<file path="config.mk">
export PLATFORM = sky130hd
export DESIGN_NAME = dmem_arbiter
export DESIGN_NICKNAME = d
export VERILOG_FILES = /design/src/rtl/dmem_arbiter.sv
export SDC_FILE = /design/constraint.sdc
export NUM_CORES = 1
export LEC_CHECK = 0
export ABC_AREA = 1
export CAP_MARGIN = 20
export CELL_PAD_IN_SITES_DETAIL_PLACEMENT = 1
export CELL_PAD_IN_SITES_GLOBAL_PLACEMENT = 2
export CORE_MARGIN = 1.5
export CORE_UTILIZATION = 10
export DETAILED_ROUTE_END_ITERATION = 7
export GPL_TIMING_DRIVEN = 0
export PLACE_DENSITY_LB_ADDON = 0.08
export RECOVER_POWER = 100
export SLEW_MARGIN = 20
export SYNTH_ARGS = -nofsm -noshare
export SYNTH_HDL_FRONTEND = slang
export SYNTH_SLANG_ARGS = --single-unit
</file>
<file path="constraint.sdc">
create_clock -name clk -period 4.8 [get_ports clk]
set_clock_uncertainty 0.05 [all_clocks]
set_input_delay 0.96 -clock clk [delete_from_list [all_inputs] [get_ports clk]]
set_output_delay 0.96 -clock clk [all_outputs]
set_load 0.005 [all_outputs]
</file>
<file path="src/rtl/dmem_arbiter.sv">
// ----------------------------------------------------------------------------
// dmem_arbiter
// Two-master arbiter in front of a single-port data memory.
//
// Ownership is tracked by a small registered FSM (IDLE / OWN0 / OWN1). Each
// cycle the current owner keeps its request high, it completes one access.
// Everything going to memory is a combinational mux of the owner state and the
// owning master's inputs, so an owned cycle costs no extra latency.
//
// Fairness:
//   - A tie from IDLE goes to the master that did not own last.
//   - While both masters request, the owner is granted at most HOLD_MAX
//     consecutive cycles before ownership moves to the waiting master.
//
// Ports:
//   clk, reset                 clock, asynchronous active-high reset
//   m<i>_req                   master request, held until m<i>_ready
//   m<i>_wr_en                 1 = store, 0 = load
//   m<i>_addr, m<i>_wdata      byte address and store data
//   m<i>_storeType/_loadType   width codes, passed straight through
//   m<i>_ready                 access performed this cycle
//   m<i>_rdata                 load data, zero unless m<i>_ready
//   mem_*                      data memory interface (mem_rdata is comb.)
// ----------------------------------------------------------------------------
module dmem_arbiter #(
    parameter int HOLD_MAX = 8
) (
    input  logic        clk,
    input  logic        reset,

    input  logic        m0_req,
    input  logic        m0_wr_en,
    input  logic [31:0] m0_addr,
    input  logic [31:0] m0_wdata,
    input  logic [1:0]  m0_storeType,
    input  logic [2:0]  m0_loadType,
    output logic        m0_ready,
    output logic [31:0] m0_rdata,

    input  logic        m1_req,
    input  logic        m1_wr_en,
    input  logic [31:0] m1_addr,
    input  logic [31:0] m1_wdata,
    input  logic [1:0]  m1_storeType,
    input  logic [2:0]  m1_loadType,
    output logic        m1_ready,
    output logic [31:0] m1_rdata,

    output logic        mem_wr_en,
    output logic [31:0] mem_addr,
    output logic [31:0] mem_wdata,
    output logic [1:0]  mem_storeType,
    output logic [2:0]  mem_loadType,
    input  logic [31:0] mem_rdata
);

    localparam int CNT_W = $clog2(HOLD_MAX) + 1;
    localparam logic [CNT_W-1:0] HOLD_LAST = CNT_W'(HOLD_MAX - 1);

    typedef enum logic [1:0] {
        IDLE = 2'd0,
        OWN0 = 2'd1,
        OWN1 = 2'd2
    } ownerState_t;

    ownerState_t      ownerState;
    logic             lastOwner;
    logic [CNT_W-1:0] holdCount;

    logic grant0;
    logic grant1;

    // Reset also gates the grants directly so a store in flight is dropped
    // the instant reset rises, not only once the state flops have cleared.
    assign grant0 = !reset && (ownerState == OWN0) && m0_req;
    assign grant1 = !reset && (ownerState == OWN1) && m1_req;

    always_comb begin
        mem_wr_en     = 1'b0;
        mem_addr      = '0;
        mem_wdata     = '0;
        mem_storeType = '0;
        mem_loadType  = '0;
        if (grant0) begin
            mem_wr_en     = m0_wr_en;
            mem_addr      = m0_addr;
            mem_wdata     = m0_wdata;
            mem_storeType = m0_storeType;
            mem_loadType  = m0_loadType;
        end else if (grant1) begin
            mem_wr_en     = m1_wr_en;
            mem_addr      = m1_addr;
            mem_wdata     = m1_wdata;
            mem_storeType = m1_storeType;
            mem_loadType  = m1_loadType;
        end
    end

    assign m0_ready = grant0;
    assign m1_ready = grant1;
    assign m0_rdata = grant0 ? mem_rdata : '0;
    assign m1_rdata = grant1 ? mem_rdata : '0;

    // lastOwner resets to 1 so master 0 wins the first tie after reset.
    // holdCount only advances while the other master is actually waiting and
    // clears on every ownership change, so it never passes HOLD_LAST.
    always_ff @(posedge clk or posedge reset) begin
        if (reset) begin
            ownerState <= IDLE;
            lastOwner  <= 1'b1;
            holdCount  <= '0;
        end else begin
            case (ownerState)
                IDLE: begin
                    holdCount <= '0;
                    if (m0_req && m1_req) begin
                        if (lastOwner) begin
                            ownerState <= OWN0;
                            lastOwner  <= 1'b0;
                        end else begin
                            ownerState <= OWN1;
                            lastOwner  <= 1'b1;
                        end
                    end else if (m0_req) begin
                        ownerState <= OWN0;
                        lastOwner  <= 1'b0;
                    end else if (m1_req) begin
                        ownerState <= OWN1;
                        lastOwner  <= 1'b1;
                    end
                end
                OWN0: begin
                    if (!m0_req) begin
                        holdCount <= '0;
                        if (m1_req) begin
                            ownerState <= OWN1;
                            lastOwner  <= 1'b1;
                        end else begin
                            ownerState <= IDLE;
                        end
                    end else if (m1_req) begin
                        if (holdCount == HOLD_LAST) begin
                            ownerState <= OWN1;
                            lastOwner  <= 1'b1;
                            holdCount  <= '0;
                        end else begin
                            holdCount <= holdCount + 1'b1;
                        end
                    end
                end
                OWN1: begin
                    if (!m1_req) begin
                        holdCount <= '0;
                        if (m0_req) begin
                            ownerState <= OWN0;
                            lastOwner  <= 1'b0;
                        end else begin
                            ownerState <= IDLE;
                        end
                    end else if (m0_req) begin
                        if (holdCount == HOLD_LAST) begin
                            ownerState <= OWN0;
                            lastOwner  <= 1'b0;
                            holdCount  <= '0;
                        end else begin
                            holdCount <= holdCount + 1'b1;
                        end
                    end
                end
                default: begin
                    ownerState <= IDLE;
                    holdCount  <= '0;
                end
            endcase
        end
    end

endmodule

</file>
==> flow_summary.json, run 1 <==
{
  "status": "complete, no violations",
  "port_buffers": 311,
  "wl_met2_mm": 8.20,
  "period_share": 0.904,
  "hold_class": "flop to flop",
  "totalWireLength_mm": 15.7,
  "critical_path.max_fanout": 10,
  "cp-start-kind": "input pin",
  "boundaryPins": 312,
  "whs_ns": 0.429,
  "synth.area.top_cells": "nand2_1 33%, nand3_1 20%, nor2_1 14%",
  "r2r_cells": 9,
  "firstDrtPassIters": 4,
  "yosys.area.top_type_share": 0.329,
  "worst_slew_pin_slew_ns": 0.521,
  "vias_per_cell": 3.84,
  "critPathSlowestCell": "dlygate4sd3_1",
  "core_area_um2": 18900,
  "cts.repair.resized": 0,
  "path_buf_inv": 5,
  "fillerInstances": 2375,
  "regToRegSetupSlack_ns": 2.83,
  "syn-num-nets": 600,
  "worstReg2RegStart": "ownerState[1]",
  "grt_usage": 0.146,
  "drc": 0,
  "syn_avg_cell_area_um2": 4.63,
  "slew_violations": 0,
  "grt_pass1_vias": 4078,
  "area_delta_synth_final_pct": 181,
  "ir_worst_vdd_mv": 0.0874,
  "dp.cells": 990,
  "htreeDepth": 1,
  "syn_inst": 419,
  "hold_viol": 0,
  "met3WireLength_mm": 1.47,
  "crit_path_end": "mem_wdata[30]",
  "min_period_ns": 4.34,
  "cts_hold_buf": 0,
  "antennaDiodeCount": 0,
  "cp_data_required_time_ns": 3.79,
  "cts_tree": "yes",
  "crit_path_frequent_cell": "nand2_1",
  "gp_congestion": 0.751,
  "ant_nets": 0,
  "maxSlewHeadroom": 0.652,
  "die_y_um": 142,
  "worstPathArrival_ns": 3.33,
  "cts_setup_buffers": 0,
  "setup_viol": 0,
  "nets": 916,
  "wire_per_inst_um": 15.8,
  "grt_pass1_wl_mm": 22.8,
  "start_util": 0.103,
  "cpPeakStageDelay_ns": 0.62,
  "clk_latency_ns": 0.23,
  "die_w_um": 142,
  "seq_area_um2": 176,
  "hpwl_mm": 13.8,
  "fin_setup_tns_ns": 0,
  "syn_area_um2": 1940,
  "overflow": 0,
  "final_common_cell": "clkdlybuf4s50_1",
  "drive_gt1_frac": 0.0286,
  "cellPowerDensity_nw_per_um2": 178,
  "cap_violations": 0,
  "hold_depth": 2,
  "fmax_ghz": 0.230,
  "top_layer_used": "met4",
  "clock_tree.buffer_depth": 2,
  "cp.depth": 9,
  "crit_chain": "clkdlybuf4s50_1 -> nand2_1 -> inv_2 -> nand2_2 -> clkinv_2 -> buf_4 -> nand2_1 -> nand2_1 -> dlygate4sd3_1",
  "drt_iter0_markers": 95,
  "synth_top_area_cell": "nand2_1",
  "vias": 3820,
  "design.die.area_um2": 20200,
  "cts-root-buf": "clkbuf_16",
  "antenna_found_initial": 0,
  "drt-met1-wl_mm": 5.86,
  "rows": 50,
  "layout_common_cells": "203 x clkdlybuf4s50_1, 171 x nand2_1, 108 x dlygate4sd3_1, 79 x nand3_1, 71 x nor2_1",
  "yosysWarnings": 0,
  "ys_types": 19,
  "cp-startpoint": "m0_req",
  "ys_ff_latch": 7,
  "critPathCaptureType": "output port",
  "layout.cells.non_filler": 994,
  "cts.sinks": 7,
  "p_leak_nw": 2.87,
  "critical_path.top_delay_family": "buffers and inverters",
  "numCtsBuffers": 3,
  "grt_start_max_net_pins": 11,
  "critPathKind": "input pin to output port",
  "yosysSeqAreaShare": 0.0910,
  "multi_input_area_um2": 1440,
  "worstReg2RegEnd": "holdCount[3]",
  "rsz0062_at_grt": "false",
  "clk_pin_slew_ns": 0.04
}
-- how the worst min path moves through the flow --
stage / start / to / slack (ns)
floorplan: holdCount[3] / holdCount[3] / 0.40
global placement: holdCount[3] / holdCount[3] / 0.42
detailed placement: holdCount[3] / holdCount[3] / 0.43
CTS: holdCount[3] / holdCount[3] / 0.44
global route: holdCount[3] / holdCount[3] / 0.48
finish: holdCount[3] / holdCount[3] / 0.43
-- cells by family (layout without fill, tap and decap cells) --
kind of cell | count (synthesis) | in the layout | share of synthesized area
AO/OA/AOI/OAI | 7 | 7 | 0.0181
XOR/XNOR | 1 | 1 | 0.00452
adder cells (fa/ha/maj) | 5 | 5 | 0.0323
buffers and inverters | 75 | 390 | 0.168
flip-flops | 7 | 7 | 0.0910
AND/OR/NAND/NOR | 324 | 324 | 0.686
-- tightest hold or removal path, delay by kind of cell, from the launching register on --
kind             cells  cell delay (ns)
and+or+nand+nor      2             0.12
DFF                  1             0.33
-- Yosys cell counts --
cell type  instances
nand2_1          170
nand3_1           79
nor2_1            71
inv_1             44
buf_2             13
buf_4              7
clkbuf_1           7
dfrtp_1            6
ha_1               5
a21oi_1            4
inv_2              3
nand2_2            2
o21ai_1            2
clkinv_2           1
dfstp_2            1
nand3b_1           1
nor2_4             1
o21ai_0            1
xor2_1             1
-- where the power goes --
part	switching [mW]	internal, mW
Clock	0.0338	0.111
Combinational	0.357	0.376
Sequential	0.0133	0.0774
Total	0.404	0.565
-- area by class of cell --
cell class	instances	area share
plain buffers	27	0.0244
repair buffers	311	0.572
multi-input cells	337	0.264
flip-flops and latches	7	0.0324
clock buffers	4	0.0145
inverters	48	0.0333
well taps	260	0.0598
-- per-stage QoR --
stage / worst slack, ns / utilization / cell area, um2 / total power, mW
after floorplan: 2.15 / - / 1940 / 0.400
after global placement: 0.595 / 0.285 / 5380 / 0.873
after detailed placement: 0.594 / 0.285 / 5380 / 0.880
after CTS: 0.590 / 0.289 / 5460 / 1.03
after global routing: 0.231 / 0.288 / 5440 / 1.07
final: 0.459 / 0.288 / 5440 / 0.969
-- sequential cells by signal (all words and copies together), names as in the netlist --
register    count
lastOwner       1
holdCount       4
ownerState      2
-- routing by layer --
metal / GRT usage / vias to the layer above
li1: - / 1903
met1: 0.153 / 1710
met2: 0.289 / 196
met3: 0.0437 / 11
met4: 0.0201 / 0
met5: 0 / -
Power figures use the tool's default switching activity.
==> run 2: changes to the inputs <==
- clock period: 4.8 -> 3.5 ns (I/O delays scaled with it)
==> run 2 against run 1 <==
  * Wire length up 0.11%
  * Core utilization is 0.15 points higher
  * Sequential share of layout area hardly changed
  * Largest cell class unchanged
==> flow_summary.json, run 2 (synthesis results as in run 1) <==
{
  "drt_iter0_markers": 96,
  "setup_viol": 0,
  "cts.sinks": 7,
  "port_buffers": 311,
  "rsz0062_at_grt": "false",
  "boundaryPins": 312,
  "slew_violations": 0,
  "drc": 0,
  "ant_nets": 0,
  "swShare": 0.411,
  "fin_setup_tns_ns": 0,
  "hold_end": "holdCount[3]",
  "status": "complete, no violations",
  "hpwl_mm": 13.8,
  "start_util": 0.103,
  "fillerInstances": 2375,
  "critical_path.max_fanout": 10,
  "min_period_ns": 3.35,
  "rows": 50,
  "final_common_cell": "clkdlybuf4s50_1",
  "critPathSlowestCell": "clkdlybuf4s50_1",
  "totalWireLength_mm": 15.7,
  "worstReg2RegStart": "ownerState[1]",
  "p_comb_frac": 0.763,
  "cp_data_required_time_ns": 2.75,
  "nets": 917,
  "ir_worst_vdd_mv": 0.120,
  "layout_common_cells": "251 x clkdlybuf4s50_1, 170 x nand2_1, 79 x nand3_1, 72 x nor2_1, 58 x dlygate4sd3_1",
  "hold_class": "flop to flop",
  "design.die.area_um2": 20200,
  "cts-root-buf": "clkbuf_16",
  "clock_tree.buffer_depth": 2,
  "path_buf_inv": 5,
  "crit_chain": "clkdlybuf4s50_1 -> nor2_1 -> buf_12 -> inv_1 -> clkbuf_1 -> nor2_1 -> clkdlybuf4s50_1",
  "hold_start": "holdCount[3]",
  "vias": 3831,
  "hold_depth": 2,
  "largest_register_ffs": 4,
  "grt_start_max_net_pins": 11,
  "die_w_um": 142,
  "largest_registers": "holdCount (4), ownerState (2), lastOwner (1)",
  "critPathCaptureType": "output port",
  "cpPeakStageDelay_ns": 0.53,
  "grt_usage": 0.146,
  "cp-start-kind": "input pin",
  "p_leak_nw": 2.73,
  "switching_power_uw": 558,
  "worst_slew_pin_slew_ns": 0.497,
  "period_share": 0.956,
  "vias_per_cell": 3.85,
  "clk_pin_slew_ns": 0.04,
  "seq_area_um2": 176,
  "multi_input_area_um2": 1440,
  "cap_violations": 0,
  "regToRegSetupSlack_ns": 1.73,
  "internal_power_uw": 800,
  "fmax_ghz": 0.299,
  "cts_hold_buf": 0,
  "numCtsBuffers": 3,
  "top_register": "holdCount",
  "seqPwrFrac": 0.092,
  "cellPowerDensity_nw_per_um2": 248,
  "core_area_um2": 18900,
  "critPathKind": "input pin to output port",
  "grt_pass1_vias": 4074,
  "drive_gt1_frac": 0.0313,
  "htreeDepth": 1,
  "worstPathArrival_ns": 2.60,
  "worstReg2RegEnd": "holdCount[3]",
  "overflow": 0,
  "clk_latency_ns": 0.23,
  "firstDrtPassIters": 4,
  "hold_viol": 0,
  "cts_tree": "yes",
  "pwr-share-clk": 0.145,
  "antenna_found_initial": 1,
  "maxSlewHeadroom": 0.669,
  "area_delta_synth_final_pct": 182,
  "critical_path.top_delay_family": "buffers and inverters",
  "r2r_cells": 9,
  "power_mw": 1.36,
  "gp_congestion": 0.751,
  "die_y_um": 142,
  "wire_per_inst_um": 15.8,
  "grt_pass1_wl_mm": 22.8
}
## run 2: worst max path at each step
stage,start,to,slack (ns),cells past startpoint
2_1_floorplan,reset,mem_wdata[22],1.37,6
3_3_place_gp,m0_req,mem_addr[2],-0.19,9
3_5_place_dp,m0_req,mem_wdata[30],-0.19,9
4_1_cts,reset,mem_wdata[30],0.07,8
5_1_grt,m1_req,m1_rdata[25],0.02,8
6_report,reset,m1_rdata[10],0.15,7
## run 2: timing repair
item,4_1_cts,5_1_grt
resized for setup,4,2
pin swaps,1,0
setup endpoints to repair,101,6
setup buffers,1,0
## run 2: metrics by stage
stage / utilization / hold WS, ns / instances / worst slack [ns] / instance area, um2
floorplan: - / 0.399 / 419 / 1.37 / 1940
global placement: 0.285 / 0.418 / 990 / -0.185 / 5380
detailed placement: 0.285 / 0.425 / 990 / -0.186 / 5380
CTS: 0.290 / 0.436 / 995 / 0.0660 / 5480
global route: 0.289 / 0.477 / 995 / 0.0159 / 5470
finish: 0.290 / 0.429 / 996 / 0.154 / 5470
## run 2: worst reg2reg max path, stage by stage, from the launching register on
cell and delay (ns):
dfrtp_1 0.40, inv_1 0.08, ha_1 0.24, nand2_4 0.18
inv_1 0.09, nand2_1 0.11, nand2_1 0.15, nor2_1 0.21
nand3_1 0.11, nand2_1 0.07
## run 2: layer usage
metal | wire (um) | track usage | up-vias
met5 | 0 | 0 | -
met4 | 178 | 0.0201 | 0
met3 | 1460 | 0.0437 | 11
met2 | 8150 | 0.287 | 196
met1 | 5940 | 0.154 | 1716
li1 | - | - | 1908
## run 2: power groups by stage
stage                     Combinational (mW)  Clock (mW)  Sequential, mW
after global routing                    1.16       0.212           0.129
after CTS                               1.10       0.203           0.125
after floorplan                        0.428           0           0.120
after detailed placement                1.08           0           0.126
final                                   1.04       0.197           0.125
after global placement                  1.07           0           0.124
## run 2: cell type report
type / count / area share
multi-input cells: 337 / 0.262
clock buffers: 4 / 0.0144
repair buffers: 312 / 0.572
well taps: 260 / 0.0595
flip-flops and latches: 7 / 0.0323
diodes: 1 / 0.000457
inverters: 48 / 0.0339
plain buffers: 27 / 0.0249
